## src/rtl/aes_ctrl_pkg.sv

```systemverilog
// Shared types and constants for the shared-AES-core controllers.
package aes_ctrl_pkg;

    localparam int AES_W = 128;

    localparam logic MODE_ENC = 1'b0;
    localparam logic MODE_DEC = 1'b1;

    typedef enum logic [1:0] {
        IDLE = 2'd0,
        WAIT = 2'd1,
        RESP = 2'd2
    } state_e;

    // Two-way round robin: a lone requester always wins, a tie (or nobody) goes
    // to the requester that was not granted last.
    function automatic logic rr_pick(input logic [1:0] valid, input logic last_grant);
        case (valid)
            2'b01:   return 1'b0;
            2'b10:   return 1'b1;
            default: return ~last_grant;
        endcase
    endfunction

endpackage

```

## src/rtl/aes_rr_arb2.sv

```systemverilog
// Two-way round-robin chooser shared by the shared-core controllers.
module aes_rr_arb2
    import aes_ctrl_pkg::*;
(
    input  logic [1:0] valid,
    input  logic       last_grant,
    output logic       sel
);

    always_comb begin
        sel = rr_pick(valid, last_grant);
    end

endmodule

```

## src/rtl/aes_core_arbiter.sv

```systemverilog
// Sequences jobs from two requesters through one shared combinational AES core.
//   state | meaning
//   IDLE  | arbitrating; ready raised toward the selected valid requester
//   WAIT  | core inputs held while the combinational core settles
//   RESP  | captured result offered to the owning requester
module aes_core_arbiter
    import aes_ctrl_pkg::*;
#(
    parameter int CORE_WAIT = 2
) (
    input  logic             clk,
    input  logic             rst,
    input  logic             req0_valid,
    output logic             req0_ready,
    input  logic             req0_mode,
    input  logic [AES_W-1:0] req0_data,
    input  logic [AES_W-1:0] req0_key,
    input  logic             req1_valid,
    output logic             req1_ready,
    input  logic             req1_mode,
    input  logic [AES_W-1:0] req1_data,
    input  logic [AES_W-1:0] req1_key,
    output logic [AES_W-1:0] core_data,
    output logic [AES_W-1:0] core_key,
    input  logic [AES_W-1:0] core_enc_out,
    input  logic [AES_W-1:0] core_dec_out,
    output logic             rsp0_valid,
    input  logic             rsp0_ready,
    output logic             rsp1_valid,
    input  logic             rsp1_ready,
    output logic [AES_W-1:0] rsp_data,
    output logic             busy,
    output logic             owner,
    output logic [15:0]      jobs_done
);

    localparam logic [3:0] CNT_LAST = 4'(CORE_WAIT - 1);

    state_e           state_q, state_d;
    logic             last_grant_q, last_grant_d;
    logic             owner_q, owner_d;
    logic             mode_q, mode_d;
    logic [3:0]       cnt_q, cnt_d;
    logic [AES_W-1:0] core_data_q, core_data_d;
    logic [AES_W-1:0] core_key_q, core_key_d;
    logic [AES_W-1:0] rsp_data_q, rsp_data_d;
    logic [15:0]      jobs_done_q, jobs_done_d;

    logic sel;
    logic accept;
    logic rsp_take;

    aes_rr_arb2 u_arb (
        .valid      ({req1_valid, req0_valid}),
        .last_grant (last_grant_q),
        .sel        (sel)
    );

    // Ready depends only on state, valids and last grant, never on a response ready.
    assign req0_ready = (state_q == IDLE) && req0_valid && (sel == 1'b0);
    assign req1_ready = (state_q == IDLE) && req1_valid && (sel == 1'b1);
    assign accept     = req0_ready || req1_ready;
    assign rsp_take   = owner_q ? rsp1_ready : rsp0_ready;

    always_comb begin
        state_d      = state_q;
        last_grant_d = last_grant_q;
        owner_d      = owner_q;
        mode_d       = mode_q;
        cnt_d        = cnt_q;
        core_data_d  = core_data_q;
        core_key_d   = core_key_q;
        rsp_data_d   = rsp_data_q;
        jobs_done_d  = jobs_done_q;

        case (state_q)
            IDLE: begin
                if (accept) begin
                    core_data_d  = sel ? req1_data : req0_data;
                    core_key_d   = sel ? req1_key  : req0_key;
                    mode_d       = sel ? req1_mode : req0_mode;
                    owner_d      = sel;
                    last_grant_d = sel;
                    cnt_d        = 4'd0;
                    state_d      = WAIT;
                end
            end
            WAIT: begin
                cnt_d = cnt_q + 4'd1;
                if (cnt_q == CNT_LAST) begin
                    rsp_data_d = (mode_q == MODE_DEC) ? core_dec_out : core_enc_out;
                    state_d    = RESP;
                end
            end
            RESP: begin
                if (rsp_take) begin
                    jobs_done_d = jobs_done_q + 16'd1;
                    state_d     = IDLE;
                end
            end
            default: state_d = IDLE;
        endcase
    end

    always_ff @(posedge clk) begin
        if (rst) begin
            state_q      <= IDLE;
            last_grant_q <= 1'b1;
            owner_q      <= 1'b0;
            mode_q       <= MODE_ENC;
            cnt_q        <= 4'd0;
            core_data_q  <= '0;
            core_key_q   <= '0;
            rsp_data_q   <= '0;
            jobs_done_q  <= 16'd0;
        end else begin
            state_q      <= state_d;
            last_grant_q <= last_grant_d;
            owner_q      <= owner_d;
            mode_q       <= mode_d;
            cnt_q        <= cnt_d;
            core_data_q  <= core_data_d;
            core_key_q   <= core_key_d;
            rsp_data_q   <= rsp_data_d;
            jobs_done_q  <= jobs_done_d;
        end
    end

    assign core_data  = core_data_q;
    assign core_key   = core_key_q;
    assign rsp_data   = rsp_data_q;
    assign owner      = owner_q;
    assign jobs_done  = jobs_done_q;
    assign busy       = (state_q != IDLE);
    assign rsp0_valid = (state_q == RESP) && (owner_q == 1'b0);
    assign rsp1_valid = (state_q == RESP) && (owner_q == 1'b1);

endmodule

```

## config.mk

```make
export PLATFORM = sky130hd
export DESIGN_NAME = aes_core_arbiter
export DESIGN_NICKNAME = d
export VERILOG_FILES = /design/src/rtl/aes_ctrl_pkg.sv /design/src/rtl/aes_rr_arb2.sv /design/src/rtl/aes_core_arbiter.sv
export SDC_FILE = /design/constraint.sdc
export NUM_CORES = 1
export LEC_CHECK = 0
export ABC_AREA = 1
export CAP_MARGIN = 20
export CORE_AREA = 2 2 456 458
export CTS_CLUSTER_SIZE = 10
export DETAILED_ROUTE_END_ITERATION = 6
export DIE_AREA = 0 0 458 460
export GPL_TIMING_DRIVEN = 1
export PLACE_DENSITY = 0.3
export SYNTH_ARGS = -nofsm -noshare
export SYNTH_HDL_FRONTEND = slang
export SYNTH_SLANG_ARGS = --single-unit
```

## constraint.sdc

```tcl
create_clock -name clk -period 1.7 [get_ports clk]
set_input_delay 0.34 -clock clk [delete_from_list [all_inputs] [get_ports clk]]
set_output_delay 0.34 -clock clk [all_outputs]
set_load 0.005 [all_outputs]
```

Word-level counts from Yosys, hierarchy flattened --
Cells that the tools add are included.
Word-level totals: bits in registers 409, word-level logic and storage cells 49
Cells by class: add/subtract/negate cells 2, equal/unequal tests 8, multiplexer cells 12, bitwise gates (word level) 3, reductions and logical operators 15
Operators with widths (count):
- $mux W128 | 3
- $add A16 B1 Y16 const B | 1
- $pmux W4 S2 | 1
- $reduce_and A2 Y1 | 4
- $logic_and A1 B1 Y1 | 6
- $mux W2 | 3
- $ne A2 B2 Y1 const B | 3
- $pmux W2 S3 | 1
- $add A4 B1 Y4 const B | 1
- $eq A2 B1 Y1 const B | 2
- $eq A2 B2 Y1 const B | 2
- $eq A4 B1 Y1 const B | 1
- $mux W4 | 1
- $reduce_bool A2 Y1 | 2
- $not A1 Y1 | 3
- $reduce_and A3 Y1 | 1
- $logic_not A2 Y1 | 1
- $mux W1 | 2
- $pmux W1 S2 | 1
- $logic_or A1 B1 Y1 | 1

Depth between registers and ports, before layout --
Gate-level depths: netlist of run 1.
depth after elaboration 7, mapped depth 11, depth with buffers taken out 10

Modules after synthesis --
A second synthesis of run 1 with hierarchy kept.
Second synthesis, totals: cell total of the unflattened synthesis 2190, area, all modules 17314.1 um2
Modules (own cells, without submodules):
- aes_core_arbiter | instances 1, cells each 2183, area an instance 17279.1 um2
- aes_rr_arb2 | instances 1, cells each 7, area an instance 35.0 um2

Worst setup path before layout of run 1 --
OpenSTA, ideal clock, no wires.
path kind input to register, from input port req0_valid, to register mode_q, arrival 1685 ps, required time 1584 ps, slack -101 ps, cell stages on the path 10, path buffers 3, path through inv_1 ha_1 nand2_1 nand2_2 nand2_2 nand2_1 buf_4 buf_6 buf_6 o211a_1
On the way: word-level cells in the longest chain between the ends 6, elaborated cells on any way between the ends 10, classes of those cells 2 x eq/ne; 2 x mux; 1 x bitwise; 5 x reduce/logical
RTL lines:
- start: declaration | RTL line aes_core_arbiter.sv:13 | input logic req0_valid,
- $eq A2 B2 Y1 / $eq A2 B1 Y1 (equally long branches) | RTL line aes_ctrl_pkg.sv:18 | case (valid)
- $pmux W1 S2 | RTL line aes_ctrl_pkg.sv:18
- $not A1 Y1 | RTL line aes_core_arbiter.sv:60 | assign req0_ready = (state_q == IDLE) && req0_valid && (sel == 1'b0);
- $logic_and A1 B1 Y1 | RTL line aes_core_arbiter.sv:60
- $logic_or A1 B1 Y1 | RTL line aes_core_arbiter.sv:62 | assign accept = req0_ready || req1_ready;
- $reduce_and A2 Y1 (no source line)
- end signal: assignment | RTL line aes_core_arbiter.sv:120 | mode_q <= mode_d;
- end: declaration | RTL line aes_core_arbiter.sv:42 | logic mode_q, mode_d;
Parallel ways exist; a longest one is shown, timed or not. A chain may end at the register's enable or synchronous reset.

Final worst setup path of run 1 --
from register state_q[1], to output port req1_ready
On the way: word-level cells in the longest chain between the ends 3
RTL lines:
- start: declaration | RTL line aes_core_arbiter.sv:39 | state_e state_q, state_d;
- start signal: assignment | RTL line aes_core_arbiter.sv:117 | state_q <= state_d;
- $logic_not A2 Y1 | RTL line aes_core_arbiter.sv:61 | assign req1_ready = (state_q == IDLE) && req1_valid && (sel == 1'b1);
- $logic_and A1 B1 Y1 (2 in series) | RTL line aes_core_arbiter.sv:61
- end: declaration | RTL line aes_core_arbiter.sv:19 | output logic req1_ready,
Every way passes these cells.

==> metrics.md, run 1 <==
| Metric | Value |
|---|---|
| Total net switching power | 12.9 mW |
| Most common cell after layout, fill and taps aside | sky130_fd_sc_hd__clkdlybuf4s50_1 |
| Final-report setup violation count | 221 |
| Slew @ Worst Pin | 0.455 ns |
| Sequential fraction of the synthesis area | 44.6% |
| Slack of the worst reg-to-reg path | -0.17 ns |
| Number of nets in the layout | between 4k and 5k |
| Final HPWL from detailed placement | 120 mm |
| Count of H-tree levels built during CTS | 2 |
| Horiz. Die Dim | 458 µm |
| Category of the most critical setup path | flop to output port |
| Pins Over Slew Limit | 0 |
| Pin count of the biggest net entering global routing | 58 |
| Max Freq | between 500 and 600 MHz |
| DIE AREA | about 210000 µm² |
| Hold Path Cell Cnt | 3 |
| Synthesized instance count | 2195 |
| # Max-Cap Violations | 0 |
| Initial cell density of the core | 8.91% |
| Total congestion overflow after global routing | 0 |
| Mapped Avg Cell Area | 8.37 µm² |
| Clock transition at the registers of the reported paths | ~0.060 ns |
| Antenna viol nets, final | 0 |
| Launch point of the worst reg-to-reg path | state_q[1] |
| Most used cells in the layout excluding fill and tap cells | sky130_fd_sc_hd__clkdlybuf4s50_1 (773), sky130_fd_sc_hd__nand2_1 (550), sky130_fd_sc_hd__dfxtp_1 (323) |
| Drt via density | ~3.5 |
| Number of distinct library cell variants in the gate-level netlist after synthesis | 27 |
| Leading cell types by total area after synthesis | sky130_fd_sc_hd__dfxtp_1 (45%), sky130_fd_sc_hd__o211a_1 (14%), sky130_fd_sc_hd__nand2_1 (11%) |
| Net count of the mapped netlist | 2975 |
| Capturing element type of the critical path | output port |
| Hold_sp | core_dec_out[89] |
| Vertical extent of the die | between 400 and 500 µm |
| Power density normalized to cell area | just under 1000 nW/µm² |
| FF-to-FF path depth | 13 |
| Fraction of synthesized cell area taken by the top area cell type | 44.6% |
| Cts bufs inserted | 59 |
| Cell taking the most area after synthesis | sky130_fd_sc_hd__dfxtp_1 |
| Post-route cell area | 40600 µm² |
| Wire length of the first global-routing pass | a little under 200 mm |
| Root cell of the clock tree | sky130_fd_sc_hd__clkbuf_16 |
| Sw Ratio | roughly a third |
| Share of total power in sequential cells | 29.9% |
| Number of cell rows | 167 |
| I/O Buffers | 1181 |
| TritonCTS clock tree | built |
| Total leakage power | 17.8 nW |
| Internal Dissipation | 26.5 mW |
| Area added between synthesis and finish | 121% |
| Hold path endpoint | rsp_data[89] |
| Detailed-routing iteration count for the pre-antenna-repair pass | 5 |
| Number of global-route vias before repair | ~23k |
| Clock Sink Count | 409 |
| Vias | 22.3k |
| Run status | finished, violations left |
| Peak fanout along the critical path | 3 |
| Endpoint of the lowest-slack register-to-register path | core_key[34] |
| Number of synthesized register bits | 409 |
| Combinational fraction of design power | a little over a third |
| Clock latency on the worst-skew pair | 0.69 ns |
| Final Worst Setup Slack | -0.249 ns |
| Number of remaining DRC errors | 0 |
| Critical Path RT | 1.36 ns |
| Bufs on Longest Clock Path | 3 |
| Largest vdd supply drop | 860 µV |
| Accumulated negative setup slack | -16.40 ns |
| Crit path launch type | flop |
| GR Util All Layers | 13.7% |
| Final RePlAce weighted congestion | approximately 0.83 |
| Mapped cell area | 18400 µm² |
| Startpoint of the most critical setup path | state_q[1] |
| Share of total power in the clock network | 33.7% |
| Type of the tightest min-delay check | input port to flop |
| Share of cells above drive strength 1 | 26.8% |
| Violated checks | negative setup slack |
| Max_slew headroom | 68.8% |
| Final hold violations | 0 |
| Setup repair after global routing missed its margin | yes |
| Total Wirelength | 158 mm |
| Share of the clock period used by the worst path after layout | 115% |
| Place WS | -1.05 ns |
| Period minus WS final | 1.95 ns |
| Yosys synthesis warning count | 0 |
| Top-level I/O count | approximately 1.2k |
| Initial DRC count | 958 |
| Average wire length per cell after detail routing | 24.9 µm |
| Worst endpoint data arrival time | about 1.6 ns |
| Cell area reported after detailed placement | 34700 µm² |
| Initial antenna violation count | 55 |
| Clock Skew | 0.0297 ns |
| Core Area | between 200000 and 250000 µm² |
per-layer routing:
| layer | vias to the layer above | wire length, µm | global-route usage, % |
|---|---|---|---|
| met4 | 42 | 4970 | 4.19 |
| met5 | - | 269 | 0 |
| met1 | 10576 | 62300 | 15.3 |
| met2 | 931 | 72900 | 22.5 |
| met3 | 187 | 17400 | 6.97 |
| li1 | 10530 | - | - |
power groups by stage:
stage          logic (mW)  clock network [mW]  registers, mW
6_report             14.4                13.3           11.8
5_1_grt              15.4                14.1           11.9
4_1_cts              13.2                13.8           11.8
3_5_place_dp         11.6                   0           11.9
3_3_place_gp         11.7                   0           11.9
2_1_floorplan        4.05                   0           11.7
cells by family after synthesis:
| kind of cell | after synthesis | share of synthesized area, % |
|---|---|---|
| AOI/OAI and AO/OA | 540 | 21.8 |
| adders and majority gates | 4 | 0.273 |
| buffers and inverters | 239 | 6.47 |
| DFF | 409 | 44.6 |
| muxes | 128 | 6.98 |
| and+or+nand+nor | 875 | 19.9 |
sequential cells by signal, summed over array words and instances, names as in the netlist:
name,flops
cnt_q,4
core_data,128
core_key,128
jobs_done,16
last_grant_q,1
mode_q,1
owner,1
rsp_data,128
state_q,2
final cells by class:
class	instances	area (µm²)
diodes	19	47.5
clock buffers	86	1720
clock inverters	17	280
fillers	22918	165000
inverters	38	171
multi-input cells	1547	10300
flip-flops and latches	409	8360
well taps	2704	3380
repair buffers	1523	16200
repair inverters	2	46.3
critical path: stages, from the launching register on:
cell                      delay [ns]
sky130_fd_sc_hd__dfxtp_2        0.32
sky130_fd_sc_hd__inv_2          0.08
sky130_fd_sc_hd__nand2_4        0.08
sky130_fd_sc_hd__nor2_4         0.11
sky130_fd_sc_hd__nand2_4        0.06
sky130_fd_sc_hd__buf_6          0.12
sky130_fd_sc_hd__inv_4          0.04
sky130_fd_sc_hd__buf_6          0.11
worst max-delay path by stage:
| stage | cells past startpoint | slack, ns | endpoint |
|---|---|---|---|
| 3_5_place_dp | 7 | -1.05 | req0_ready |
| 4_1_cts | 6 | -0.39 | rsp0_valid |
| 6_report | 7 | -0.25 | req1_ready |
| 2_1_floorplan | 11 | 0.0009 | mode_q |
| 3_3_place_gp | 7 | -1.11 | req0_ready |
| 5_1_grt | 6 | -0.35 | rsp0_valid |
repair_timing:
item | in CTS | in global routing
cloned | 30 | 41
gates resized for setup | 1327 | 328
pin swaps | 8 | 22
hold buffers | 0 | 0
setup endpoints to repair | 732 | 431
buffers inserted | 45 | 39
hold endpoints to repair | 0 | 0
synthesized netlist by cell type:
library cell               instances
sky130_fd_sc_hd__o21a_1            3
sky130_fd_sc_hd__nand3_1         268
sky130_fd_sc_hd__nor2_1           33
sky130_fd_sc_hd__a31oi_1           2
sky130_fd_sc_hd__inv_1            34
sky130_fd_sc_hd__o211ai_1          1
sky130_fd_sc_hd__or2_2             1
sky130_fd_sc_hd__buf_1             5
sky130_fd_sc_hd__a21oi_1         139
sky130_fd_sc_hd__buf_6            22
sky130_fd_sc_hd__o21ai_2           1
sky130_fd_sc_hd__nand2_1         559
sky130_fd_sc_hd__nand3b_1          1
sky130_fd_sc_hd__buf_2            94
sky130_fd_sc_hd__a211oi_1          1
sky130_fd_sc_hd__mux2i_1         128
sky130_fd_sc_hd__o21ai_0         136
sky130_fd_sc_hd__inv_2             3
sky130_fd_sc_hd__clkbuf_1         78
sky130_fd_sc_hd__nor3_1            6
sky130_fd_sc_hd__buf_4             2
sky130_fd_sc_hd__o211a_1         257
sky130_fd_sc_hd__nand2_2           2
sky130_fd_sc_hd__clkinv_1          1
sky130_fd_sc_hd__ha_1              4
sky130_fd_sc_hd__nand4_1           5
sky130_fd_sc_hd__dfxtp_1         409
metrics by stage:
| stage | hold slack [ns] | std cells | power, mW | utilization (%) |
|---|---|---|---|---|
| after floorplan | 0.466 | 2195 | 15.8 | - |
| after global placement | 0.479 | 6091 | 23.6 | 16.9 |
| after detailed placement | 0.485 | 6091 | 23.5 | 16.9 |
| after CTS | 0.218 | 6265 | 38.8 | 18.6 |
| after global routing | 0.261 | 6328 | 41.4 | 19.7 |
| final | 0.294 | 6345 | 39.4 | 19.7 |
Power figures use the tool's default switching activity.
==> inputs of run 2 (changes only) <==
- CTS_CLUSTER_DIAMETER: not set -> 60
==> run 2 against run 1 <==
  * The run still ends with negative setup slack left
  * Register-to-register slack improved by 0.03 ns
  * Clock-buffer cell count grew 14
  * Sequential power barely moved
  * Global-route usage increased by 0.15 points
  * Worst setup slack got worse by 0.033 ns
  * Die area unchanged
  * Fmax shrank 1.7%
  * Sequential share of layout area is 0.39 points higher
  * First-iteration DRC count increased by 8.7%
  * Critical path depth unchanged
  * Total power is 6.8% higher
  * Worst hold slack improved by 0.0029 ns
  * Critical path type is now input port to output port
  * Critical endpoint is now req0_ready
==> metrics.md, run 2 (synthesis gave the netlist of run 1 again) <==
| Metric | Value |
|---|---|
| Hold_sp | core_enc_out[90] |
| Final hold violations | 0 |
| Type of the tightest min-delay check | input port to flop |
| Total leakage power | between 15 and 20 nW |
| Total congestion overflow after global routing | 0 |
| Slew @ Worst Pin | 0.482 ns |
| Cell count after placement | 6091 |
| Final total power | 42.1 mW |
| Number of remaining DRC errors | 0 |
| Capturing element type of the critical path | output port |
| Area added between synthesis and finish | 116% |
| Final HPWL from detailed placement | 120 mm |
| Antenna viol nets, final | 0 |
| Worst endpoint data arrival time | 1.64 ns |
| Initial DRC count | 1041 |
| Crit path launch type | input port |
| Vertical extent of the die | approximately 460 µm |
| Period minus WS final | ~2.0 ns |
| Total Wirelength | 157 mm |
| Number of global-route vias before repair | 22.8k |
| Post-route cell area | between 30000 and 40000 µm² |
| Ordered cell list for the critical path | dlygate4sd2_1, ha_4, buf_4, o21ai_4, nand2_4, inv_2, buf_6 |
| Clock Skew | approximately 0.022 ns |
| Share of the clock period used by the worst path after layout | 117% |
| Clock Sink Count | roughly 400 |
| Bufs on Longest Clock Path | 3 |
| Peak fanout along the critical path | 4 |
| Clock transition at the registers of the reported paths | approximately 0.060 ns |
| Launch point of the worst reg-to-reg path | state_q[1] |
| Largest vdd supply drop | about 640 µV |
| Initial antenna violation count | 58 |
| Average wire length per cell after detail routing | approximately 25 µm |
| Max Freq | 505 MHz |
| Final Worst Setup Slack | -0.282 ns |
| Most common cell after layout, fill and taps aside | sky130_fd_sc_hd__clkdlybuf4s50_1 |
| Wire length of the first global-routing pass | 200 mm |
| Final RePlAce weighted congestion | 0.832 |
| Drt via density | about 3.5 |
| Cell Count, Final, Fillers Out | 6356 |
| Number of nets in the layout | 4350 |
| Critical Path RT | 1.36 ns |
| Cts bufs inserted | 80 |
| Largest stage delay, worst path | around 0.40 ns |
| Core Area | 206000 µm² |
| Category of the most critical setup path | input port to output port |
| # Max-Cap Violations | 0 |
| Detailed-routing iteration count for the pre-antenna-repair pass | 5 |
| Final-report setup violation count | 261 |
| # hold bufs at CTS | 0 |
| Vias | 22.1k |
| GR Util All Layers | 13.8% |
| I/O Buffers | 1181 |
| Pins Over Slew Limit | 0 |
| TritonCTS clock tree | built |
| Power density normalized to cell area | 1060 nW/µm² |
| Top-level I/O count | approximately 1.2k |
| Place WS | -1.05 ns |
| Count of H-tree levels built during CTS | 3 |
| Number of cell rows | 167 |
| Max_slew headroom | 66.9% |
| Most used cells in the layout excluding fill and tap cells | sky130_fd_sc_hd__clkdlybuf4s50_1 (773), sky130_fd_sc_hd__nand2_1 (554), sky130_fd_sc_hd__dfxtp_1 (329) |
| Startpoint of the most critical setup path | req1_valid |
| Crit path max-delay family | buffers and inverters |
| Cell area reported after detailed placement | 34700 µm² |
| Violated checks | negative setup slack |
| Buf+Inv Stages, Crit Path | 4 |
| Initial cell density of the core | 8.91% |
| Share of cells above drive strength 1 | 22.2% |
| Run status | finished, violations left |
| Pin count of the biggest net entering global routing | 58 |
| DIE AREA | 211000 µm² |
| Clock latency on the worst-skew pair | roughly 0.69 ns |
| Master of the slowest instance on the critical path | sky130_fd_sc_hd__dlygate4sd2_1 |
| Setup repair after global routing missed its margin | yes |
| Root cell of the clock tree | sky130_fd_sc_hd__clkbuf_16 |
| Horiz. Die Dim | 458 µm |
-- run 2: stage by stage --
stage	utilization, %	hold WS [ns]	setup TNS, ns
4_1_cts	18.9	0.205	-26.42
3_3_place_gp	16.9	0.479	-260.74
5_1_grt	19.3	0.257	-37.86
6_report	19.3	0.297	-28.14
3_5_place_dp	16.9	0.485	-249.30
2_1_floorplan	-	0.466	0
-- run 2: path summary, 6_finish.rpt --
path                   end  cells past startpoint  slack, ns
max             req0_ready                      7      -0.28
min           rsp_data[90]                      3       0.30
max reg2reg   core_key[14]                     12      -0.14
min reg2reg  core_data[18]                      1       0.49
-- run 2: cell type report --
cell class	instances	area, µm²
clock inverter	48	638
clock buffer	100	2180
antenna	16	40.0
tap	2704	3380
fill	22902	166000
timing repair inverter	1	11.3
timing repair buffer	1493	15700
sequential	409	8350
multi-input combinational	1547	9300
inverter	38	171
-- run 2: worst min-delay path: stages --
cell and delay, ns:
sky130_fd_sc_hd__clkdlybuf4s50_1 0.40, sky130_fd_sc_hd__mux2i_1 0.12, sky130_fd_sc_hd__a21oi_1 0.08
-- run 2: routing by layer --
metal	up-vias	track usage [%]	wire length, µm
met5	-	0	285
met4	46	4.27	4670
met3	198	7.43	18300
met2	961	22.6	71900
met1	10392	15.3	61800
li1	10517	-	-
-- run 2: report_power, final --
group	internal [mW]	switching, mW
clock network	10.7	6.40
logic	7.08	6.09
registers	10.9	0.847
total	28.7	13.3
-- run 2: timing repair --
item                       in CTS  in global routing
pin swaps                       6                 10
buffers inserted               39                 15
cloned                         31                 24
gates resized for setup      1308                 84
setup endpoints to repair     688                445
==> inputs of run 3 (changes only) <==
- CORE_AREA: 2 2 456 458 -> 2 2 466 468
- DIE_AREA: 0 0 458 460 -> 0 0 468 470
- DONT_BUFFER_PORTS: not set -> 1
- RECOVER_POWER: not set -> 100
==> run 3 against run 2 <==
  * Cell area down 7.9%
  * Critical endpoint is now req1_ready
  * Total power decreased by 12%
  * First-iteration DRC count rose by 29%
  * Combinational power fell by 12%
  * Wire length is 10% lower
  * Cell count fell by 4.4%
  * Sequential power is 4% higher
  * Clock skew rose by 0.020 ns
  * Flip-flop and latch count did not move
  * Critical path depth unchanged
  * Global-route usage is 2.3 points lower
  * The run still ends with negative setup slack left
  * Register-to-register slack lost 0.14 ns
==> metrics.md, run 3 (synthesis gave the netlist of run 1 again) <==
| Metric | Value |
|---|---|
| Worst endpoint data arrival time | 1.65 ns |
| Setup repair after global routing missed its margin | yes |
| Top-level I/O count | 1182 |
| Cell area reported after detailed placement | approximately 23000 µm² |
| Detailed-routing iteration count for the pre-antenna-repair pass | 7 |
| Count of H-tree levels built during CTS | 2 |
| Final-report setup violation count | roughly 300 |
| Final hold violations | 0 |
| Pin count of the biggest net entering global routing | 74 |
| Clock Skew | around 0.042 ns |
| Critical Path RT | around 1.4 ns |
| Cell Count, Final, Fillers Out | 6079 |
| Final RePlAce weighted congestion | 0.923 |
| TritonCTS clock tree | built |
| Pins Over Slew Limit | 0 |
| Core Area | 216000 µm² |
| Launch point of the worst reg-to-reg path | state_q[0] |
| Cts bufs inserted | 61 |
| Average wire length per cell after detail routing | 23.2 µm |
| Post-route cell area | 36600 µm² |
| Initial antenna violation count | 66 |
| Post-route core utilization | 17.0% |
| Final Worst Setup Slack | -0.288 ns |
| Clock Sink Count | 409 |
| Horiz. Die Dim | 468 µm |
| Initial DRC count | between 1k and 1.5k |
| Violated checks | negative setup slack |
| Hold Path Cell Cnt | 3 |
| Slack of the worst reg-to-reg path | -0.28 ns |
| Slew @ Worst Pin | around 0.89 ns |
| Period minus WS final | 1.99 ns |
| Peak fanout along the critical path | 3 |
| Filler cell count | between 20k and 25k |
| Crit path launch type | flop |
| Area added between synthesis and finish | 99.3% |
| Share of the clock period used by the worst path after layout | 117% |
| Total congestion overflow after global routing | 0 |
| Place WS | -0.366 ns |
| Max_slew headroom | about 41% |
| Wire length of the first global-routing pass | approximately 180 mm |
| Clock transition at the registers of the reported paths | around 0.05 ns |
| Number of nets in the layout | ~3.9k |
| Drt via density | 3.56 |
| Most used cells in the layout excluding fill and tap cells | sky130_fd_sc_hd__dlygate4sd3_1 (751), sky130_fd_sc_hd__nand2_1 (554), sky130_fd_sc_hd__dfxtp_1 (399) |
| Cell count after placement | 5079 |
| Endpoint of the lowest-slack register-to-register path | core_key[98] |
| Max Freq | 503 MHz |
| Largest vdd supply drop | 813 µV |
| Hold_sp | core_dec_out[30] |
| Run status | finished, violations left |
| Accumulated negative setup slack | -40.50 ns |
| Share of cells above drive strength 1 | 22.0% |
| Vertical extent of the die | 470 µm |
| Number of cell rows | 171 |
| Number of global-route vias before repair | 21.6k |
| Category of the most critical setup path | flop to output port |
| Root cell of the clock tree | sky130_fd_sc_hd__clkbuf_16 |
| # Max-Cap Violations | 0 |
| Total leakage power | approximately 15 nW |
| Antenna viol nets, final | 0 |
| Initial cell density of the core | 8.52% |
| Final HPWL from detailed placement | 102 mm |
| Vias | 21.6k |
| FF-to-FF path depth | 13 |
| Number of remaining DRC errors | 0 |
| Bufs on Longest Clock Path | 3 |
| DIE AREA | about 220000 µm² |
| I/O Buffers | 0 |
| Most common cell after layout, fill and taps aside | sky130_fd_sc_hd__dlygate4sd3_1 |
| GR Util All Layers | between 10 and 15% |
| Total Wirelength | 141 mm |
| Clock latency on the worst-skew pair | 0.71 ns |
| Type of the tightest min-delay check | input port to flop |
| Power density normalized to cell area | around 1000 nW/µm² |
| Hold path endpoint | rsp_data[30] |
| Capturing element type of the critical path | output port |
[run 3: cell count changes in the layout (fill, tap and decap cells not counted), moves of 113 or more]
cell and change:
sky130_fd_sc_hd__clkdlybuf4s50_1 -773, sky130_fd_sc_hd__dlygate4sd3_1 +751, sky130_fd_sc_hd__nand3_1 -213, sky130_fd_sc_hd__nand3_2 +178, sky130_fd_sc_hd__clkdlybuf4s15_1 -116, sky130_fd_sc_hd__buf_2 -113
[run 3: repair_timing]
action | in CTS | in global routing
pin swaps | 7 | 16
endpoints found under the setup margin | 242 | 395
hold buffers | 750 | 2
cloned | 34 | 22
resized for setup | 188 | 332
endpoints found under the hold margin | 390 | 1
setup buffers | 27 | 39
[run 3: layout make-up]
type | count | area [µm²] | area share [%]
repair inverters | 1 | 8.76 | 0.0239
clock buffers | 77 | 1650 | 4.50
flip-flops and latches | 409 | 8200 | 22.4
clock inverters | 27 | 362 | 0.988
repair buffers | 1091 | 12000 | 32.7
inverters | 38 | 166 | 0.455
well taps | 2854 | 3570 | 9.75
multi-input cells | 1547 | 10600 | 28.9
diodes | 35 | 87.6 | 0.239
[run 3: worst max-delay path by stage]
stage / start / end / slack [ns] / depth (start not counted)
floorplan: req0_valid / mode_q / 0.0009 / 11
global placement: req0_valid / core_data[40] / -0.37 / 11
detailed placement: req0_valid / core_data[40] / -0.37 / 10
CTS: state_q[1] / req1_ready / -0.41 / 7
global route: state_q[1] / req1_ready / -0.39 / 7
finish: state_q[0] / req1_ready / -0.29 / 7
[run 3: worst max-delay path, stage by stage, from the launching register on]
cell and delay, ns:
sky130_fd_sc_hd__dfxtp_2 0.32, sky130_fd_sc_hd__inv_2 0.07, sky130_fd_sc_hd__nand2_4 0.08, sky130_fd_sc_hd__nor2_4 0.15, sky130_fd_sc_hd__nand2_8 0.06, sky130_fd_sc_hd__buf_6 0.13
sky130_fd_sc_hd__inv_4 0.04, sky130_fd_sc_hd__buf_6 0.09
[run 3: power breakdown]
group / internal (mW) / switching, mW
Sequential: 10.9 / 1.48
Clock: 7.62 / 5.33
Combinational: 5.85 / 5.74
[run 3: layer usage]
metal	share of wire, %	global-route usage [%]	vias up	wire [µm]
met1	36	12.0	10318	50600
met4	5.4	5.74	30	7620
met3	13	6.24	328	18900
met5	0.15	0	-	209
li1	-	-	9665	-
met2	45	18.8	1303	63500
[run 3: metrics by stage]
step / power, mW / hold slack (ns)
3_5_place_dp: 18.9 / 0.437
4_1_cts: 36.0 / 0.00582
5_1_grt: 38.6 / 0.0328
6_report: 36.9 / 0.0514
2_1_floorplan: 15.8 / 0.466
3_3_place_gp: 19.0 / 0.433
